==> src/rtl/phase_sequencer_ctrl.sv <==
// 8-phase instruction sequencer with internal phase counter, memory wait states,
// wait-state timeout and illegal-opcode trapping. Optional macro: CTRL_SINGLE_STEP_EN.
module phase_sequencer_ctrl #(
  parameter int unsigned OPCODE_W   = 3,
  parameter int unsigned MAX_WAIT   = 15,
  parameter int unsigned WAIT_CNT_W = 8
) (
  input  logic                clk,
  input  logic                rst,
  input  logic                run,
  input  logic [OPCODE_W-1:0] opcode,
  input  logic                zero,
  input  logic                mem_ready,
`ifdef CTRL_SINGLE_STEP_EN
  input  logic                step_mode,
`endif
  output logic                sel,
  output logic                rd,
  output logic                ld_ir,
  output logic                inc_pc,
  output logic                ld_pc,
  output logic                data_c,
  output logic                ld_ac,
  output logic                wr,
  output logic                halt,
  output logic [2:0]          phase,
  output logic                busy,
  output logic                bus_err,
  output logic                illegal
);

  localparam logic [2:0] OpHlt = 3'd0;
  localparam logic [2:0] OpSkz = 3'd1;
  localparam logic [2:0] OpAdd = 3'd2;
  localparam logic [2:0] OpLda = 3'd5;
  localparam logic [2:0] OpSto = 3'd6;
  localparam logic [2:0] OpJmp = 3'd7;

  typedef enum logic [1:0] {StStopped, StRun, StHalted} state_e;

  state_e                state_q, state_d;
  logic [2:0]            phase_q, phase_d;
  logic [WAIT_CNT_W-1:0] wait_cnt_q, wait_cnt_d;
  logic                  bus_err_q, bus_err_d;
  logic                  illegal_q, illegal_d;

  logic       illegal_op;
  logic [2:0] op;
  logic       is_alu, is_sto, is_jmp, is_skz, is_hlt;
  logic       mem_phase, timeout, step_stop;

  generate
    if (OPCODE_W > 3) begin : g_wide_op
      assign illegal_op = |opcode[OPCODE_W-1:3];
    end else begin : g_narrow_op
      assign illegal_op = 1'b0;
    end
  endgenerate

`ifdef CTRL_SINGLE_STEP_EN
  assign step_stop = step_mode;
`else
  assign step_stop = 1'b0;
`endif

  assign op     = opcode[2:0];
  assign is_alu = !illegal_op && (op >= OpAdd) && (op <= OpLda);
  assign is_sto = !illegal_op && (op == OpSto);
  assign is_jmp = !illegal_op && (op == OpJmp);
  assign is_skz = !illegal_op && (op == OpSkz);
  assign is_hlt = !illegal_op && (op == OpHlt);

  // Phases that wait on the memory handshake.
  assign mem_phase = (phase_q == 3'd1) || ((phase_q == 3'd5) && is_alu) ||
                     ((phase_q == 3'd7) && is_sto);
  // This stall cycle would be the MAX_WAIT-th consecutive one.
  assign timeout   = (wait_cnt_q == WAIT_CNT_W'(MAX_WAIT - 1));

  always_comb begin
    state_d    = state_q;
    phase_d    = phase_q;
    wait_cnt_d = wait_cnt_q;
    bus_err_d  = bus_err_q;
    illegal_d  = illegal_q;
    unique case (state_q)
      StRun: begin
        if ((phase_q == 3'd4) && illegal_op) begin
          illegal_d = 1'b1;
          state_d   = StHalted;
          phase_d   = 3'd0;
        end else if ((phase_q == 3'd4) && is_hlt) begin
          state_d = StHalted;
          phase_d = 3'd0;
        end else if (mem_phase && !mem_ready) begin
          if (timeout) begin
            bus_err_d  = 1'b1;
            state_d    = StHalted;
            phase_d    = 3'd0;
            wait_cnt_d = '0;
          end else begin
            wait_cnt_d = wait_cnt_q + 1'b1;
          end
        end else begin
          wait_cnt_d = '0;
          phase_d    = phase_q + 3'd1;
          if ((phase_q == 3'd7) && step_stop) state_d = StStopped;
        end
      end
      default: begin
        // Sticky faults lock out run; only reset recovers.
        if (run && !bus_err_q && !illegal_q) begin
          state_d    = StRun;
          phase_d    = 3'd0;
          wait_cnt_d = '0;
        end
      end
    endcase
  end

  always_ff @(posedge clk) begin
    if (rst) begin
      state_q    <= StStopped;
      phase_q    <= 3'd0;
      wait_cnt_q <= '0;
      bus_err_q  <= 1'b0;
      illegal_q  <= 1'b0;
    end else begin
      state_q    <= state_d;
      phase_q    <= phase_d;
      wait_cnt_q <= wait_cnt_d;
      bus_err_q  <= bus_err_d;
      illegal_q  <= illegal_d;
    end
  end

  always_comb begin
    sel    = 1'b0;
    rd     = 1'b0;
    ld_ir  = 1'b0;
    inc_pc = 1'b0;
    ld_pc  = 1'b0;
    data_c = 1'b0;
    ld_ac  = 1'b0;
    wr     = 1'b0;
    halt   = (state_q == StHalted);
    if (state_q == StRun) begin
      unique case (phase_q)
        3'd0: sel = 1'b1;
        3'd1: begin
          sel = 1'b1;
          rd  = 1'b1;
        end
        3'd2, 3'd3: begin
          sel   = 1'b1;
          rd    = 1'b1;
          ld_ir = 1'b1;
        end
        3'd4: begin
          inc_pc = !illegal_op;
          halt   = is_hlt;
        end
        3'd5: rd = is_alu;
        3'd6: begin
          rd     = is_alu;
          inc_pc = is_skz && zero;
          ld_pc  = is_jmp;
          data_c = is_sto;
        end
        3'd7: begin
          rd     = is_alu;
          ld_ac  = is_alu;
          ld_pc  = is_jmp;
          data_c = is_sto;
          wr     = is_sto;
        end
        default: ;
      endcase
    end
  end

  assign phase   = phase_q;
  assign busy    = (state_q == StRun);
  assign bus_err = bus_err_q;
  assign illegal = illegal_q;

endmodule

==> config.mk <==
export PLATFORM = sky130hd
export DESIGN_NAME = phase_sequencer_ctrl
export DESIGN_NICKNAME = d
export VERILOG_FILES = /design/src/rtl/phase_sequencer_ctrl.sv
export SDC_FILE = /design/constraint.sdc
export NUM_CORES = 1
export LEC_CHECK = 0
export CORE_MARGIN = 10
export CORE_UTILIZATION = 45
export DETAILED_ROUTE_END_ITERATION = 7
export GPL_TIMING_DRIVEN = 0
export PLACE_DENSITY = 0.81
export RECOVER_POWER = 100
export SLEW_MARGIN = 20
export SYNTH_ARGS = -nofsm -noshare
export SYNTH_HDL_FRONTEND = slang
export SYNTH_SLANG_ARGS = --single-unit
==> constraint.sdc <==
create_clock -name clk -period 2.4 [get_ports clk]
set_clock_uncertainty 0.2 [all_clocks]
set_input_delay 0.36 -clock clk [delete_from_list [all_inputs] [get_ports clk]]
set_output_delay 0.36 -clock clk [all_outputs]
set_load 0.005 [all_outputs]
==> results.txt, run 1 <==
Slew HR = 62.54%
Routed via count = 1095
CP arrival = 1880 ps
Synth Register Bits = 14
RSZ-0062 raised after global routing = yes
Clock Pin Slew Worst Setup and Hold Paths = 80 ps
CP required = 1840 ps
Fin Setup TNS = -40.75 ps
Overflow after GRT = 0
CTS tree = built
Max Cap Viol = 0
Post-synth cell types = 46
Final hold vios = 0
Layout area overhead = 28.82%
Placed instance count = 177
HP Start = opcode[2]
Clk sink count = 14
Area of the multi-input gates = 755.7 sq um
Total Power = 0.4904 mW
Status = finished with violations
Setup CP Type = flop to primary output
Syn_area_per_cell = 8.383 sq um
Drt first pass iters = 6
Final slew viol count = 0
Crit path largest cell delay = 450 ps
Io pins = 23
Net Count, Synth = 146
Wirelength, routed = 2899 um
Crit start category = flop
Layout cell share with drive strength beyond 1 = 21.66%
Tcrit/Tclk final = 101.7%
Mapped cell area = 1090 sq um
Crit Path Max Fanout = 4
Gr usage total = 11.06%
Total CTS buffers = 3
Row count = 17
Power density cells = 349.3 nW/um^2
Core box area = 2255 sq um
Setup Viol. Count Final = 1
FILL cells = 192
Sequence of cells on the critical path = buf_4 > ha_1 > ha_1 > a21oi_2 > nor2_1 > clkdlybuf4s50_1
Worst slew pin tran = 560.1 ps
Final nets = 175
CTS root buf = clkbuf_4
Slowest stage cell, crit path = clkdlybuf4s50_1
Placer congestion estimate = 0.7857
Max VDD drop = 0.3240 mV
H-tree levels = 1
Top delay family on crit path = buffers and inverters
Final HPWL DP = 1911 um
RR Startpoint = phase[0]$_SDFFE_PP0P_
Initial antenna violation count = 0
Max Root-Sink Buffers = 2
Routed wire per std cell = 15.67 um
First-pass GRT wire length = 4664 um
Ant. Diodes = 0
Clock Latency Late Sink = 280 ps
Largest net degree at the start of global routing = 11
Synthesis warning total = 0
Synth Instances = 130
Height of the die = 69.21 um
Sequential cell area fraction in the yosys report = 25.72%
Die area = 4790 sq um
Hold_buf cts = 0
Number of synthesized flops with an enable pin = 0
Hold slack final = 286.7 ps
Top FF cell, synth = dfxtp_1
Post-route ant nets = 0
Drt drc = 0
FMAX = 0.4097 GHz
Initial drt markers = 91
Vias in the first global route = 971
Failing checks = negative setup slack
Post-synth ARST share = 0%
Crit path capture type = primary output
Crit path from = phase[0]$_SDFFE_PP0P_
Leakage power = 0.5589 nW
Worst setup margin = -40.75 ps
Die X = 69.21 um
Initial Utilization = 48.34%
Buf+Inv Stages, Crit Path = 2
Worst min-delay path class = primary input to flop
Post-Layout Cell Count = 185
CP most frequent cell = ha_1
Input/output buffers = 19
Register area = 285.3 sq um
Util after Layout = 62.26%
Fin crit period = 2441 ps
Via density = 5.919
-- layout by cell type, fill, tap and decap left out, types with 3 or more instances in the layout --
master           netlist  layout
nor2_1                15      15
nand2_1               13      12
dfxtp_1               14      12
clkdlybuf4s50_1        0       9
nand3_1                7       7
a31oi_1                7       7
inv_1                  6       6
buf_4                  1       6
dlygate4sd2_1          0       6
nand4b_1               5       5
nand4_1                5       5
ha_1                   8       5
a21oi_1                5       4
buf_6                  3       3
nor3_1                 3       3
ha_2                   0       3
clkbuf_4               0       3
-- worst paths after layout --
| check | end | slack [ps] | cells past startpoint |
|---|---|---|---|
| worst min register to register | bus_err$_SDFFE_PP0P_ | 310 | 2 |
| worst min-delay path | state_q[1]$_SDFFE_PP0P_ | 290 | 4 |
| worst max-delay path | ld_ir | -40 | 6 |
| worst max register to register | state_q[1]$_SDFFE_PP0P_ | 90 | 8 |
-- cell usage after synthesis, drive strengths merged, types with 2 or more instances --
master / count / area, sq um
nand4b: 5 / 43.79
nand3: 7 / 35.03
buf: 4 / 41.29
inv: 7 / 26.27
nand2: 14 / 60.06
a21oi: 6 / 33.78
nor2: 16 / 62.56
nand4: 5 / 31.28
o21ai: 3 / 18.77
dfxtp: 14 / 280.3
ha: 8 / 100.1
nor3: 3 / 15.01
nand2b: 2 / 12.51
nor4: 4 / 40.04
or3: 2 / 17.52
a31oi: 8 / 65.06
nor2b: 2 / 20.02
o32ai: 2 / 17.52
-- layer usage --
metal  global-route usage [%]  vias to the layer above  wire length (um)
met3                    3.138                       10               131
met1                    13.15                      510              1232
met4                    2.439                        0                55
met2                    18.95                       42              1480
met5                        0                        -                 0
li1                         -                      533                 -
-- power by group --
group / internal [mW] / switching (mW)
logic: 0.0519 / 0.0652
clock network: 0.0583 / 0.0758
registers: 0.236 / 0.00366
-- registers in the layout, indices dropped and copies added, names as in the netlist --
signal	count
state_q	2
phase	3
bus_err	1
wait_cnt_q	8
-- worst reg2reg max path, stage by stage (launching register included) --
cell,delay (ps)
dfxtp_4,360
buf_4,120
ha_1,170
ha_1,200
nand4b_1,130
a31oi_2,520
buf_6,220
nand3_1,100
a31oi_1,190
-- kinds of logic after synthesis --
family | count (synthesis) | synth area share [%]
AOI/OAI and AO/OA | 29 | 22.96
xor gates and xnor gates | 1 | 0.8038
adders and majority gates | 8 | 9.185
buffers and inverters | 13 | 7.347
DFF | 14 | 25.72
other | 1 | 0.3441
and+or+nand+nor | 64 | 33.64
-- cell type report --
| type | instances | share of cell area [%] |
|---|---|---|
| multi-input combinational | 103 | 53.83 |
| timing repair buffer | 24 | 16.04 |
| tap | 28 | 2.496 |
| clock buffer | 3 | 1.604 |
| buffer | 5 | 3.209 |
| inverter | 8 | 2.496 |
| sequential | 14 | 20.32 |
-- metrics by stage --
stage / area [sq um] / worst slack, ps
after floorplan: 1090 / 456.5
after global placement: 1315 / -299.7
after detailed placement: 1315 / -314.7
after CTS: 1378 / -145.6
after global routing: 1404 / -93.54
final: 1404 / -40.75
-- what timing repair did --
item                                    CTS  global route
endpoints found under the setup margin    9             6
pin swaps                                 0             1
setup buffers                             3             2
gates resized for setup                  13             6
Power figures use the tool's default switching activity.
==> inputs of run 2 (changes only) <==
--- a/config.mk
+++ b/config.mk
@@ -7,9 +7,10 @@
 export LEC_CHECK = 0
 export CORE_MARGIN = 10
 export CORE_UTILIZATION = 45
+export CTS_CLUSTER_SIZE = 8
 export DETAILED_ROUTE_END_ITERATION = 7
 export GPL_TIMING_DRIVEN = 0
-export PLACE_DENSITY = 0.81
+export PLACE_DENSITY = 0.72
 export RECOVER_POWER = 100
 export SLEW_MARGIN = 20
 export SYNTH_ARGS = -nofsm -noshare
==> constraint.sdc (replaced) <==
create_clock -name clk -period 2.7 [get_ports clk]
set_clock_uncertainty 0.2 [all_clocks]
set_input_delay 0.405 -clock clk [delete_from_list [all_inputs] [get_ports clk]]
set_output_delay 0.405 -clock clk [all_outputs]
set_load 0.005 [all_outputs]
==> run 2 against run 1 <==
The run now ends clean. Core utilization down 2.7 points. Via count shrank 4.0%. Largest power group unchanged. Flip-flop and latch count unchanged. Critical path type unchanged. Critical path depth unchanged. Worst hold slack gained 13 ps. Worst setup slack gained 160 ps.
==> results.txt, run 2 (same netlist as run 1, synthesis figures left out) <==
Clock Pin Slew Worst Setup and Hold Paths = 90 ps (about the same)
Die X = 69.21 um (unchanged)
Drt drc = 0 (unchanged)
Clk sink count = 14 (unchanged)
Clock Latency Late Sink = 280 ps (about the same)
Status = complete, no violations
Commonest cells after routing, fill and taps aside = 15 x nor2_1, 12 x nand2_1, 12 x dfxtp_1, 12 x clkdlybuf4s50_1, 8 x a31oi_1
Input/output buffers = 19 (unchanged)
CP arrival = 1980 ps (+100 ps)
Final nets = 170 (-2.9%)
CTS root buf = clkbuf_4
Height of the die = 69.21 um (unchanged)
Initial drt markers = 80 (-12%)
Int Pwr = 0.3343 mW (-3.3%)
Setup Viol. Count Final = 0 (-1)
RSZ-0062 raised after global routing = no
Util after Layout = 59.55% (-2.7 points)
Number of flip-flops in the largest register = 8 (unchanged)
Vias in the first global route = 948 (-2.4%)
Sw frac = 27.21% (-2.3 points)
NetSw = 0.1250 mW (-14%)
Routed via count = 1051 (-4.0%)
Io pins = 23 (unchanged)
Die area = 4790 sq um (unchanged)
Fin crit period = 2584 ps
Seq pwr share = 46.8% (-2.0 points)
Final slew viol count = 0 (unchanged)
Gate power share = 20.5% (-3.4 points)
Core box area = 2255 sq um (unchanged)
Commonest non-fill, non-tap cell in the layout = nor2_1
Leakage power = 0.4984 nW (-11%)
Worst slew pin tran = 830.4 ps (+270.2 ps)
Power density cells = 342.1 nW/um^2 (-2.1%)
Total Power = 0.4593 mW (-6.4%)
Routed wire per std cell = 14.55 um (-7.2%)
Tcrit/Tclk final = 95.70%
Final hold vios = 0 (unchanged)
CP required = 2100 ps (+260 ps)
Wirelength, routed = 2633 um (-9.2%)
Via density = 5.807 (-1.9%)
Total CTS buffers = 3 (unchanged)
Crit Path Max Fanout = 8 (+4)
Setup CP Type = flop to primary output
Max Cap Viol = 0 (unchanged)
Max VDD drop = 0.2993 mV (-7.6%)
FMAX = 0.3870 GHz
CTS tree = built
Crit path capture type = primary output
Overflow after GRT = 0 (unchanged)
Max Root-Sink Buffers = 2 (unchanged)
Top reg by flops = wait_cnt_q
Post-route ant nets = 0 (unchanged)
Gr usage total = 10.54% (-0.52 points)
Final HPWL DP = 1958 um (+2.5%)
# Post-CTS Setup Buffers = 0 (-3)
Layout area overhead = 23.19%
Placer congestion estimate = 0.7762 (-1.2%)
H-tree levels = 1 (unchanged)
Drt first pass iters = 4 (-2)
Crit start category = flop
Clk pwr share = 32.7% (+5.4 points)
Worst min-delay path class = flop to flop
Initial Utilization = 48.34% (unchanged)
Layout cell share with drive strength beyond 1 = 14.38% (-7.3 points)
Slew HR = 44.38% (-18 points)
Ant. Diodes = 0 (unchanged)
Largest net degree at the start of global routing = 11 (unchanged)
First-pass GRT wire length = 4540 um (-2.7%)
Initial antenna violation count = 0 (unchanged)
Row count = 17 (unchanged)
==> run 2: path summary, 6_finish.rpt <==
check	startpoint	endpoint	slack [ps]	cells after the start
setup reg to reg	phase[0]$_SDFFE_PP0P_	phase[1]$_SDFFE_PP0P_	270	6
setup / recovery	phase[0]$_SDFFE_PP0P_	sel	120	6
hold / removal	bus_err$_SDFFE_PP0P_	bus_err$_SDFFE_PP0P_	300	2
hold reg to reg	bus_err$_SDFFE_PP0P_	bus_err$_SDFFE_PP0P_	300	2
==> run 2: power by group through the flow <==
| stage | combinational, mW | clock [mW] | sequential, mW |
|---|---|---|---|
| 2_1_floorplan | 0.0629 | 0 | 0.219 |
| 3_3_place_gp | 0.0951 | 0 | 0.219 |
| 3_5_place_dp | 0.0967 | 0 | 0.219 |
| 4_1_cts | 0.0983 | 0.156 | 0.215 |
| 5_1_grt | 0.104 | 0.165 | 0.216 |
| 6_report | 0.0942 | 0.150 | 0.215 |
==> run 2: critical path: stages, from the launching register on <==
cell and delay, ps:
dfxtp_4 410, inv_1 70, ha_2 210, or3_1 370, a21oi_1 140, nor2_1 50
clkdlybuf4s50_1 450
==> run 2: layout make-up <==
cell class,instances,area (sq um)
Inverter,8,35.03
Clock buffer,4,36.28
Sequential cell,14,285.3
Buffer,5,45.04
Timing Repair Buffer,19,192.7
Multi-Input combinational cell,103,713.2
Fill cell,206,912.1
Tap cell,28,35.03
==> run 2: routing by layer <==
layer | GRT usage (%) | wire length (um) | vias to the layer above | part of all wire [%]
met5 | 0 | 0 | - | 0
li1 | - | - | 526 | -
met4 | 2.439 | 19 | 0 | 0.72
met3 | 3.138 | 94 | 2 | 3.6
met2 | 15.93 | 1235 | 28 | 47
met1 | 14.09 | 1283 | 495 | 49
==> run 2: through the flow <==
step	setup slack, ps	hold WS, ps	cells	TNS, ps	instance area [sq um]
after floorplan	756.5	266.4	130	0	1090
after global placement	-111.7	281.2	177	-111.7	1315
after detailed placement	-109.9	286.1	177	-109.9	1315
after CTS	11.56	301.1	181	0	1368
after global routing	0.5846	331.5	181	0	1343
final	116.1	299.3	181	0	1343
==> run 2: what timing repair did <==
item,CTS,global route
hold endpoints to repair,0,0
hold buffers,0,0
cloned,0,0
pin swaps,0,1
endpoints found under the setup margin,4,5
gates resized for setup,3,7
